$ cat config.mk
export PLATFORM = sky130hd
export DESIGN_NAME = reg_write_arbiter16
export DESIGN_NICKNAME = d
export VERILOG_FILES = /design/src/rtl/reg_write_arbiter16.sv
export SDC_FILE = /design/constraint.sdc
export NUM_CORES = 1
export LEC_CHECK = 0
export ABC_CLOCK_PERIOD_IN_PS = 6000
export CAP_MARGIN = 10
export CELL_PAD_IN_SITES_DETAIL_PLACEMENT = 2
export CELL_PAD_IN_SITES_GLOBAL_PLACEMENT = 2
export CORE_MARGIN = 4
export CORE_UTILIZATION = 38
export CTS_BUF_LIST = sky130_fd_sc_hd__clkbuf_8
export DETAILED_ROUTE_END_ITERATION = 10
export PLACE_DENSITY = 0.82
export SLEW_MARGIN = 30
export SYNTH_ARGS = -nofsm -noshare
export SYNTH_HDL_FRONTEND = slang
export SYNTH_SLANG_ARGS = --single-unit
$ cat constraint.sdc
create_clock -name clk -period 6 [get_ports clk]
set_input_delay 0.9 -clock clk [delete_from_list [all_inputs] [get_ports clk]]
set_output_delay 0.9 -clock clk [all_outputs]
set_load 0.01 [all_outputs]
$ cat src/rtl/reg_write_arbiter16.sv
// Round-robin owner selection for the shared register-file write port.
// One idle cycle always separates grants; an optional hold limit forces release.
module reg_write_arbiter16 #(
    parameter int MAX_HOLD = 64,
    parameter int HOLD_W   = 8
) (
    input  logic        clk,
    input  logic        rst_n,
    input  logic [15:0] req,
    output logic        gnt_valid,
    output logic [3:0]  gnt_idx,
    output logic [15:0] gnt_onehot,
    output logic        timeout
);

    typedef enum logic {IDLE, GRANT} state_t;

    localparam logic [HOLD_W-1:0] HOLD_LIMIT = HOLD_W'(MAX_HOLD);
    localparam logic [HOLD_W-1:0] HOLD_SAT   = '1;

    state_t             state_q, state_d;
    logic [3:0]         ptr_q, ptr_d;
    logic [HOLD_W-1:0]  hold_cnt_q, hold_cnt_d;
    logic               gnt_valid_q, gnt_valid_d;
    logic [3:0]         gnt_idx_q, gnt_idx_d;
    logic [15:0]        gnt_onehot_q, gnt_onehot_d;
    logic               timeout_q, timeout_d;

    logic               win_found;
    logic [3:0]         win_idx;
    logic [3:0]         cand;

    // Scan starts at the pointer and wraps, so the last owner becomes lowest priority.
    always_comb begin
        win_found = 1'b0;
        win_idx   = ptr_q;
        cand      = ptr_q;
        for (int i = 0; i < 16; i++) begin
            cand = ptr_q + 4'(i);
            if (!win_found && req[cand]) begin
                win_found = 1'b1;
                win_idx   = cand;
            end
        end
    end

    always_comb begin
        state_d      = state_q;
        ptr_d        = ptr_q;
        hold_cnt_d   = hold_cnt_q;
        gnt_valid_d  = gnt_valid_q;
        gnt_idx_d    = gnt_idx_q;
        gnt_onehot_d = gnt_onehot_q;
        timeout_d    = 1'b0;

        case (state_q)
            IDLE: begin
                if (win_found) begin
                    state_d      = GRANT;
                    gnt_valid_d  = 1'b1;
                    gnt_idx_d    = win_idx;
                    gnt_onehot_d = 16'd1 << win_idx;
                    hold_cnt_d   = HOLD_W'(1);
                end
            end
            GRANT: begin
                // A dropped request wins over the hold limit, so no timeout is raised then.
                if (!req[gnt_idx_q] ||
                    ((MAX_HOLD != 0) && (hold_cnt_q == HOLD_LIMIT))) begin
                    state_d      = IDLE;
                    gnt_valid_d  = 1'b0;
                    gnt_idx_d    = 4'd0;
                    gnt_onehot_d = 16'd0;
                    ptr_d        = gnt_idx_q + 4'd1;
                    hold_cnt_d   = '0;
                    timeout_d    = req[gnt_idx_q];
                end else if (hold_cnt_q != HOLD_SAT) begin
                    hold_cnt_d = hold_cnt_q + HOLD_W'(1);
                end
            end
            default: begin
                state_d      = IDLE;
                gnt_valid_d  = 1'b0;
                gnt_idx_d    = 4'd0;
                gnt_onehot_d = 16'd0;
                hold_cnt_d   = '0;
            end
        endcase
    end

    always_ff @(posedge clk or negedge rst_n) begin
        if (!rst_n) begin
            state_q      <= IDLE;
            ptr_q        <= 4'd0;
            hold_cnt_q   <= '0;
            gnt_valid_q  <= 1'b0;
            gnt_idx_q    <= 4'd0;
            gnt_onehot_q <= 16'd0;
            timeout_q    <= 1'b0;
        end else begin
            state_q      <= state_d;
            ptr_q        <= ptr_d;
            hold_cnt_q   <= hold_cnt_d;
            gnt_valid_q  <= gnt_valid_d;
            gnt_idx_q    <= gnt_idx_d;
            gnt_onehot_q <= gnt_onehot_d;
            timeout_q    <= timeout_d;
        end
    end

    assign gnt_valid  = gnt_valid_q;
    assign gnt_idx    = gnt_idx_q;
    assign gnt_onehot = gnt_onehot_q;
    assign timeout    = timeout_q;

endmodule

==> results by group <==
Worst setup path
  – CP peak stage delay: 0.82 ns
  – Cell family with most CP delay: compound AO/OA/AOI/OAI gates
  – Crit path launch type: input port
  – CP max stage cell: a311oi_2
  – Crit end category: register
  – WP data required: 6.18 ns
  – Worst R2R End: gnt_onehot[9]
  – WP buf/inv: 1
  – WP data arrival: 5.00 ns
  – Worst R2R Setup Slack: 1.26 ns
  – Cells along the critical path: clkdlybuf4s50_1, mux4_1, nand2_1, a21oi_1, a311oi_2, nor2b_1, nor3b_2, a2111oi_4, xnor2_2, o21ai_1, o31ai_1
  – Reg2Reg Depth: 12
  – CP max FO: 10
  – Reg-to-reg startpoint: ptr_q[1]
  – Crit Path Category: input port to register

CTS
  – CTS max path bufs: 2
  – Clk root buf: clkbuf_8
  – Postcts setup bufs: 0
  – Total CTS buffers: 5
  – Worst skew pair latency: 0.30 ns
  – CTS clk-pin slew, worst paths: around 0.080 ns
  – H-tree depth: 2
  – CTS tree: yes
  – CTS hold repair buffers: 0
  – Clk sinks: 35
  – Post_cts resized: 0

Global route
  – Total Routing Usage GR: 0.2636
  – Grt total ovfl: 0
  – Pin count of the biggest net entering global routing: 38
  – Global-route wire length before repair: 27.28 mm
  – Vias in the first global route: 4590
  – Initial antenna violation count: 0

Floorplanning
  – Core region area: 11080 um2
  – Row cnt: 38
  – Die footprint: 13340 um2
  – Die Span X: 115.5 um
  – Ports: 40
  – Die height: 115.5 um
  – Starting density of the core: 0.3964

Route
  – DR vias: 4324
  – Per-cell routed wire length: 26.73 um
  – Vias per inst: 6.704
  – ANT nets after route: 0
  – DRC Markers: 0
  – Final Routed Wirelength: 17.24 mm
  – DR iter-0 viols: 302
  – First drt pass iteration count: 5

STA
  – Maximum clock frequency: slightly above 0.2 GHz
  – Tightest slew margin relative to the limit: 0.4007
  – RSZ-0062 raised after global routing: no
  – Final Hold Fails: 0
  – Slew Limit Fails: 0
  – Actual slew at the worst max-slew pin: 0.8926 ns
  – Final Cycle Share: 0.8032
  – Setup-failing EPs final: 0
  – Minimum clock period: 4.819 ns
  – Final setup TNS: 0 ns
  – Final Skew: 0.01161 ns

Synthesis
  – Post-synth top cells: nand2_1 (59), nor2_1 (41), dfrtp_1 (35)
  – Post-synth ARST share: 1.000
  – Synth area leaders: dfrtp_1 (20%), mux4_2 (13%), nand2_1 (5.0%), mux4_1 (4.2%), mux2i_1 (4.1%)
  – Leading area contributor after synthesis: dfrtp_1
  – Mapped Area: 4392 um2
  – Synth top area share: 0.1994
  – Register area share after synthesis: 0.1994
  – Post-Syn Instances: 470
  – Dominant synthesized flop cell: dfrtp_1
  – Syn. warnings: 0
  – Synth cell types: 79
  – Syn Area/Cell: 9.344 um2
  – Number of synthesized flops with an enable pin: 0
  – Top-count cell post-synth: nand2_1
  – Net Count, Synth: around 500
  – Seq cells post-synth: 35

Final layout
  – Area Growth Syn to Fin: 13.99%
  – Layout cells sized above 1: 0.1604
  – Ant diodes: 0
  – Area used by multi-input combinational logic: 3367 um2
  – Layout Cell Area excl Fill: 5006 um2
  – Final Util: 0.4519
  – Register area: 877.1 um2
  – Filler Cells Inserted: 1208
  – Final nets: 533

Placement
  – Gpl congestion: around 0.9
  – Post-DP HPWL: 13.25 mm
  – Area after DPL: 4908 um2
  – I/O Buffers: 39

Worst hold path
  – Type of the most critical hold path: register to register
  – Worst hold stages: 2
  – Hold_sp: gnt_onehot[11]
  – Worst Hold End: gnt_onehot[11]

Run
  – Max_cap viols: 0

Outcome
  – Status: finished clean
-- per-layer routing --
layer	up-vias	global-route usage	part of all wire
met5	-	0	0
met4	0	0.07277	0.027
met3	37	0.03655	0.045
met2	163	0.4510	0.50
met1	2232	0.3494	0.43
li1	1892	-	-
-- state kept, by name, summed over array words and instances (netlist names) --
register / cells
gnt_valid: 1
gnt_idx: 4
state_q: 1
hold_cnt_q: 8
gnt_onehot: 16
timeout: 1
ptr_q: 4
-- cell type report --
class | instances | area share
Tap cell | 140 | 0.03499
Timing Repair Buffer | 48 | 0.09148
Clock inverter | 2 | 0.001750
Inverter | 10 | 0.007498
Multi-Input combinational cell | 404 | 0.6726
Clock buffer | 6 | 0.01650
Sequential cell | 35 | 0.1752
-- through the flow --
| step | worst slack [ns] | instances | hold slack [ns] |
|---|---|---|---|
| 2_1_floorplan | 1.630 | 470 | 0.4936 |
| 3_3_place_gp | 0.9385 | 637 | 0.4657 |
| 3_5_place_dp | 0.8034 | 637 | 0.4690 |
| 4_1_cts | 1.106 | 645 | 0.4867 |
| 5_1_grt | 0.9593 | 645 | 0.5185 |
| 6_report | 1.181 | 645 | 0.4815 |
-- how the worst max path moves through the flow --
stage              from              to  slack [ns]  depth (start not counted)
2_1_floorplan  ptr_q[0]   gnt_onehot[8]        1.63                         17
3_3_place_gp     req[9]  gnt_onehot[11]        0.94                         11
3_5_place_dp    req[11]   gnt_onehot[7]        0.80                         11
4_1_cts         req[11]   gnt_onehot[6]        1.11                         11
5_1_grt          req[9]   gnt_onehot[6]        0.96                         11
6_report        req[15]  gnt_onehot[15]        1.18                         11
-- layout by cell type, fill, tap and decap left out, types with 7 or more instances in the layout --
master            n
nand2_1          59
nor2_1           41
clkdlybuf4s50_1  39
dfrtp_1          34
mux4_2           25
a21oi_1          25
o21ai_0          22
mux2i_1          18
nand3_1          18
mux2_2           11
ha_1             11
inv_1             9
xnor2_1           9
buf_4             9
mux4_1            7
nand4_1           7
o21ai_1           7
o31ai_1           7
-- worst register-to-register path, delay by kind of cell, from the launching register on --
| family | cells | cell delay (ns) |
|---|---|---|
| mux | 1 | 0.50 |
| simple gates | 5 | 1.18 |
| compound gates | 3 | 1.30 |
| flops | 1 | 0.39 |
| buf+inv | 1 | 0.34 |
| fa+ha+maj | 1 | 0.31 |
| xor+xnor | 1 | 0.60 |
-- logic make-up after synthesis --
| logic type | share of synthesized area |
|---|---|
| buf+inv | 0.03533 |
| flops | 0.1994 |
| simple gates | 0.2074 |
| compound gates | 0.2174 |
| mux | 0.2644 |
| xor+xnor | 0.04473 |
| fa+ha+maj | 0.03134 |
Power is not shown: default switching activity piles up to over one toggle a cycle in this logic, so the estimate is an artifact.
